File: src/rtl/rotate_seq_ctrl.sv
// Multi-pass sequencer for a 4-bit rotate-right barrel rotator: accepts commands, loops the rotator output back.
// Optional macro ROT_SEQ_FASTPATH_EN: operands invariant under rotation finish in one cycle without using the rotator.
module rotate_seq_ctrl #(
    parameter int DATA_W = 4,
    parameter int PASS_W = 3
) (
    input  logic              clk,
    input  logic              rst_n,
    input  logic              in_valid,
    output logic              in_ready,
    input  logic [DATA_W-1:0] in_data,
    input  logic [1:0]        in_amt,
    input  logic              in_dir,
    input  logic [PASS_W-1:0] in_passes,
    output logic [DATA_W-1:0] sh_a,
    output logic [1:0]        sh_s,
    input  logic [DATA_W-1:0] sh_y,
    output logic              out_valid,
    input  logic              out_ready,
    output logic [DATA_W-1:0] out_data,
    output logic              busy
);

    if (DATA_W != 4) begin : g_width_check
        $error("rotate_seq_ctrl: DATA_W must be 4 to match the rotator");
    end

    typedef enum logic [1:0] {
        IDLE = 2'd0,
        RUN  = 2'd1,
        DONE = 2'd2
    } state_t;

    localparam logic [PASS_W-1:0] CNT_ONE  = PASS_W'(1);
    localparam logic [PASS_W-1:0] CNT_ZERO = '0;

    state_t              r_state;
    state_t              w_next;
    logic [DATA_W-1:0]   r_work;
    logic [DATA_W-1:0]   r_out_data;
    logic [1:0]          r_amt;
    logic [PASS_W-1:0]   r_cnt;
    logic [1:0]          w_amt_eff;
    logic                w_accept;
    logic                w_skip;

    // Left rotation by k is right rotation by (4 - k) mod 4; the 2-bit wrap does the mod.
    assign w_amt_eff = in_dir ? (2'd0 - in_amt) : in_amt;
    assign w_accept  = in_valid && in_ready;

`ifdef ROT_SEQ_FASTPATH_EN
    assign w_skip = (in_passes == CNT_ZERO) || (in_data == '0) || (in_data == '1)
                 || (w_amt_eff == 2'd0);
`else
    assign w_skip = (in_passes == CNT_ZERO);
`endif

    assign sh_a     = r_work;
    assign out_data = r_out_data;

    always_ff @(posedge clk or negedge rst_n) begin
        if (!rst_n) begin
            r_state <= IDLE;
        end else begin
            r_state <= w_next;
        end
    end

    always_comb begin
        w_next    = r_state;
        in_ready  = 1'b0;
        out_valid = 1'b0;
        busy      = 1'b0;
        sh_s      = 2'd0;
        case (r_state)
            IDLE: begin
                in_ready = 1'b1;
                if (w_accept) begin
                    w_next = w_skip ? DONE : RUN;
                end
            end
            RUN: begin
                busy = 1'b1;
                sh_s = r_amt;
                if (r_cnt == CNT_ONE) begin
                    w_next = DONE;
                end
            end
            DONE: begin
                busy      = 1'b1;
                out_valid = 1'b1;
                if (out_ready) begin
                    w_next = IDLE;
                end
            end
            default: begin
                w_next = IDLE;
            end
        endcase
    end

    // Work register follows the rotator each RUN cycle; the last pass lands directly in out_data.
    always_ff @(posedge clk or negedge rst_n) begin
        if (!rst_n) begin
            r_work     <= '0;
            r_out_data <= '0;
            r_amt      <= 2'd0;
            r_cnt      <= '0;
        end else begin
            case (r_state)
                IDLE: begin
                    if (w_accept) begin
                        r_work <= in_data;
                        r_amt  <= w_amt_eff;
                        r_cnt  <= in_passes;
                        if (w_skip) begin
                            r_out_data <= in_data;
                        end
                    end
                end
                RUN: begin
                    r_work <= sh_y;
                    r_cnt  <= r_cnt - CNT_ONE;
                    if (r_cnt == CNT_ONE) begin
                        r_out_data <= sh_y;
                    end
                end
                default: begin
                end
            endcase
        end
    end

endmodule

File: config.mk
export PLATFORM = sky130hd
export DESIGN_NAME = rotate_seq_ctrl
export DESIGN_NICKNAME = d
export VERILOG_FILES = /design/src/rtl/rotate_seq_ctrl.sv
export SDC_FILE = /design/constraint.sdc
export NUM_CORES = 1
export LEC_CHECK = 0
export CAP_MARGIN = 20
export CELL_PAD_IN_SITES_DETAIL_PLACEMENT = 1
export CELL_PAD_IN_SITES_GLOBAL_PLACEMENT = 2
export CORE_UTILIZATION = 24
export CTS_CLUSTER_DIAMETER = 200
export DETAILED_ROUTE_END_ITERATION = 10
export PLACE_DENSITY = 0.77
export SLEW_MARGIN = 0
export SYNTH_ARGS = -nofsm -noshare
export SYNTH_HDL_FRONTEND = slang
export SYNTH_SLANG_ARGS = --single-unit
File: constraint.sdc
create_clock -name clk -period 1.6 [get_ports clk]
set_input_delay 0.32 -clock clk [delete_from_list [all_inputs] [get_ports clk]]
set_output_delay 0.32 -clock clk [all_outputs]
set_load 0.005 [all_outputs]
==> summary.md <==
| Metric | Value |
|---|---|
| Result of the run | `complete, but fails checks` |
| Violated checks | `negative setup slack` |
| Final Critical Period | `1.73 ns` |
| CTS Root Buffer Type | `sky130_fd_sc_hd__clkbuf_8` |
| GR Util All Layers | `around 17%` |
| Routability congestion estimate | `0.760` |
| H-tree levels | `1` |
| Global-route wire length before repair | `5340 µm` |
| Via-per-instance ratio | `around 4.8` |
| Layout cell share with drive strength beyond 1 | `44.2%` |
| Setup Crit Path Kind | `flip-flop to flip-flop` |
| YS warnings | `0` |
| Top Ports | `31` |
| Clock tree from TritonCTS | `yes` |
| Std cell rows | `22` |
| Cell types occupying the most area after synthesis | `sky130_fd_sc_hd__dfrtp_1 (40%), sky130_fd_sc_hd__mux2_2 (11%), sky130_fd_sc_hd__ha_1 (6.7%)` |
| Most common cell after layout, fill and taps aside | `sky130_fd_sc_hd__buf_4` |
| Remaining antenna violation count after routing | `0` |
| Post-synth EDFFs | `0` |
| Cell area after layout | `0.00169 mm²` |
| Port Buffer Count | `30` |
| Wirelength per Cell | `15.9 µm` |
| Fraction of registers with async set or reset after synthesis | `100%` |
| Standby leakage power | `0.000741 µW` |
| Final Worst Setup Slack | `-0.135 ns` |
| Core outline area | `approximately 0.0037 mm²` |
| Worst-case headroom to the max-slew limit | `75.8%` |
| Area added between synthesis and finish | `82.5%` |
| Final core utilization | `45.9%` |
| Initial Utilization | `25.1%` |
| Die X | `64.2 µm` |
| Final critical-path share of the clock period | `108%` |
| Unique masters post-synth | `35` |
| Top library cells by usage in the layout, fill and taps aside | `sky130_fd_sc_hd__buf_4 (28), sky130_fd_sc_hd__clkdlybuf4s50_1 (24), sky130_fd_sc_hd__dfrtp_1 (14)` |
| Worst vdd rail ir drop | `0.596 mV` |
| Initial antenna violation count | `0` |
| Number of buffers between clock root and the deepest sink | `2` |
| Detailed Route Iter0 Violations | `8` |
| Post-synthesis instance area | `927 µm²` |
| Crit Path Max Fanout | `5` |
| Cell count after synthesis | `90` |
| Endpoints failing setup | `5` |
| Maximum number of pins on one net before global-route repair | `16` |
| Count of vias placed by the detailed router | `976` |
| Final Hold Viols | `0` |
| Worst skew pair latency | `0.25 ns` |
| RSZ-0062 raised after global routing | `true` |
| Measured slew at the worst slew-check pin | `0.361 ns` |
| Total of max-cap violations | `0` |
| Min-delay worst type | `input pin to async pin` |
| CTS sink count | `15` |
| Achievable frequency | `around 580 MHz` |
| Number of inserted filler cells in the final layout | `425` |
| Max-slew violation total from the final report | `0` |
| Sort of element at the end of the critical path | `flip-flop` |
| Drt first pass iters | `4` |
| Height of the die | `64.2 µm` |
| Total gr overflow | `0` |
| Synthesized flop and latch total | `15` |
| Number of nets in the synthesized netlist | `113` |
| Worst setup skew after layout | `0.00227 ns` |
| Number of antenna diodes | `0` |
| DRC violations left | `0` |
| Wire length reported by the detailed router | `3200 µm` |
| Primary FF master, synth | `sky130_fd_sc_hd__dfrtp_1` |
| Sequential element share of the synthesized area | `40.5%` |
| Power per unit of standard cell area | `1800 mW/mm²` |
| Arrival @ worst endpoint | `1.87 ns` |
| Reg clk slew, reported paths | `0.07 ns` |
| Vias in the first global route | `1,112` |
| Placed instance area | `between 0.001 and 0.0015 mm²` |
| Net count reported at finish | `178` |
| Startpoint kind of the worst setup timing path | `flip-flop` |
| Synthesized area divided by synthesized cell count | `10.3 µm²` |
| Area share of the leading cell type in the synthesized netlist | `40.5%` |
| Power, Total | `just over 3000 µW` |
| Cell taking the most area after synthesis | `sky130_fd_sc_hd__dfrtp_1` |
| HPWL after detailed placement | `around 2300 µm` |
| TritonCTS buffer count | `3` |
| Req. time, crit path | `~1.7 ns` |
| Die area | `roughly 0.0041 mm²` |
cell usage after synthesis (2+ instances only):
cell and instances:
sky130_fd_sc_hd__nand2_1 3, sky130_fd_sc_hd__nor3_1 4, sky130_fd_sc_hd__dfrtp_1 15, sky130_fd_sc_hd__nor2_1 7, sky130_fd_sc_hd__nor2b_1 2, sky130_fd_sc_hd__a211oi_1 5
sky130_fd_sc_hd__o22ai_1 4, sky130_fd_sc_hd__inv_1 4, sky130_fd_sc_hd__and2_1 2, sky130_fd_sc_hd__o221ai_1 2, sky130_fd_sc_hd__a21oi_1 3, sky130_fd_sc_hd__nand2b_1 2
sky130_fd_sc_hd__ha_1 5, sky130_fd_sc_hd__buf_2 3, sky130_fd_sc_hd__mux2_2 9
stage by stage:
step | setup TNS [ns] | hold WS, ns | setup WS [ns] | cells
floorplan | -0.209 | 0.0244 | -0.0522 | 90
global placement | -2.42 | 0.456 | -0.353 | 191
detailed placement | -2.73 | 0.497 | -0.419 | 191
CTS | -0.944 | 0.400 | -0.217 | 202
global route | -0.870 | 0.407 | -0.183 | 202
finish | -0.535 | 0.391 | -0.135 | 202
power by group:
group	total, µW	switching (µW)	internal (µW)
clock network	318	141	176
logic	2020	825	1190
registers	717	142	575
final cells by class:
type                    instances  area [µm²]  area share, %
flip-flops and latches         15         377           22.3
well taps                      48        60.1           3.55
multi-input cells              66         612           36.2
repair buffers                 64         576           34.0
clock buffers                   4        45.0           2.66
inverters                       5        22.5           1.33
what timing repair did:
| action | 4_1_cts | 5_1_grt |
|---|---|---|
| endpoints found under the setup margin | 14 | 19 |
| resized for setup | 26 | 16 |
| pin swaps | 4 | 8 |
| hold endpoints to repair | 0 | 0 |
| setup buffers | 7 | 1 |
| hold buffers | 0 | 0 |
cell families (layout without fill, tap and decap cells):
group	Yosys count	after routing	share of synthesized area [%]
AO/OA/AOI/OAI	24	24	20.9
adder cells (fa/ha/maj)	5	5	6.75
flip-flops	15	15	40.5
multiplexers	10	10	12.0
AND/OR/NAND/NOR	26	26	14.8
XOR/XNOR	1	1	0.945
buffers and inverters	9	73	4.05
sequential cells by signal, summed over array words and instances (netlist names):
| name | cells |
|---|---|
| r_state | 2 |
| sh_a | 4 |
| r_cnt | 3 |
| r_amt | 2 |
| out_data | 4 |
per-layer routing:
layer / part of all wire, % / GRT usage, % / vias to the layer above / routed length (µm)
met5: 0 / 0 / - / 0
met4: 1.2 / 4.17 / 0 / 38
met3: 3.4 / 2.32 / 6 / 109
met2: 54 / 32.6 / 24 / 1730
met1: 41 / 19.3 / 488 / 1320
li1: - / - / 458 / -
final timing paths:
check	start	end	slack, ns	depth (start not counted)
max reg2reg	r_state[0]$_DFFE_PN0P_	out_data[1]$_DFFE_PN0P_	-0.13	6
min in group clk	r_amt[0]$_DFFE_PN0P_	r_amt[0]$_DFFE_PN0P_	0.51	1
max in group asynchronous	rst_n	r_state[0]$_DFFE_PN0P_	1.01	2
max	r_state[0]$_DFFE_PN0P_	out_data[1]$_DFFE_PN0P_	-0.13	6
min	rst_n	sh_a[1]$_DFFE_PN0P_	0.39	2
min reg2reg	r_amt[0]$_DFFE_PN0P_	r_amt[0]$_DFFE_PN0P_	0.51	1
critical path, cell delays in order (launching register included):
cell	delay (ns)
sky130_fd_sc_hd__dfrtp_2	0.44
sky130_fd_sc_hd__ha_4	0.17
sky130_fd_sc_hd__buf_6	0.12
sky130_fd_sc_hd__buf_6	0.13
sky130_fd_sc_hd__a221oi_4	0.30
sky130_fd_sc_hd__buf_6	0.16
sky130_fd_sc_hd__mux2_4	0.30
(Power assumes the default switching activity.)
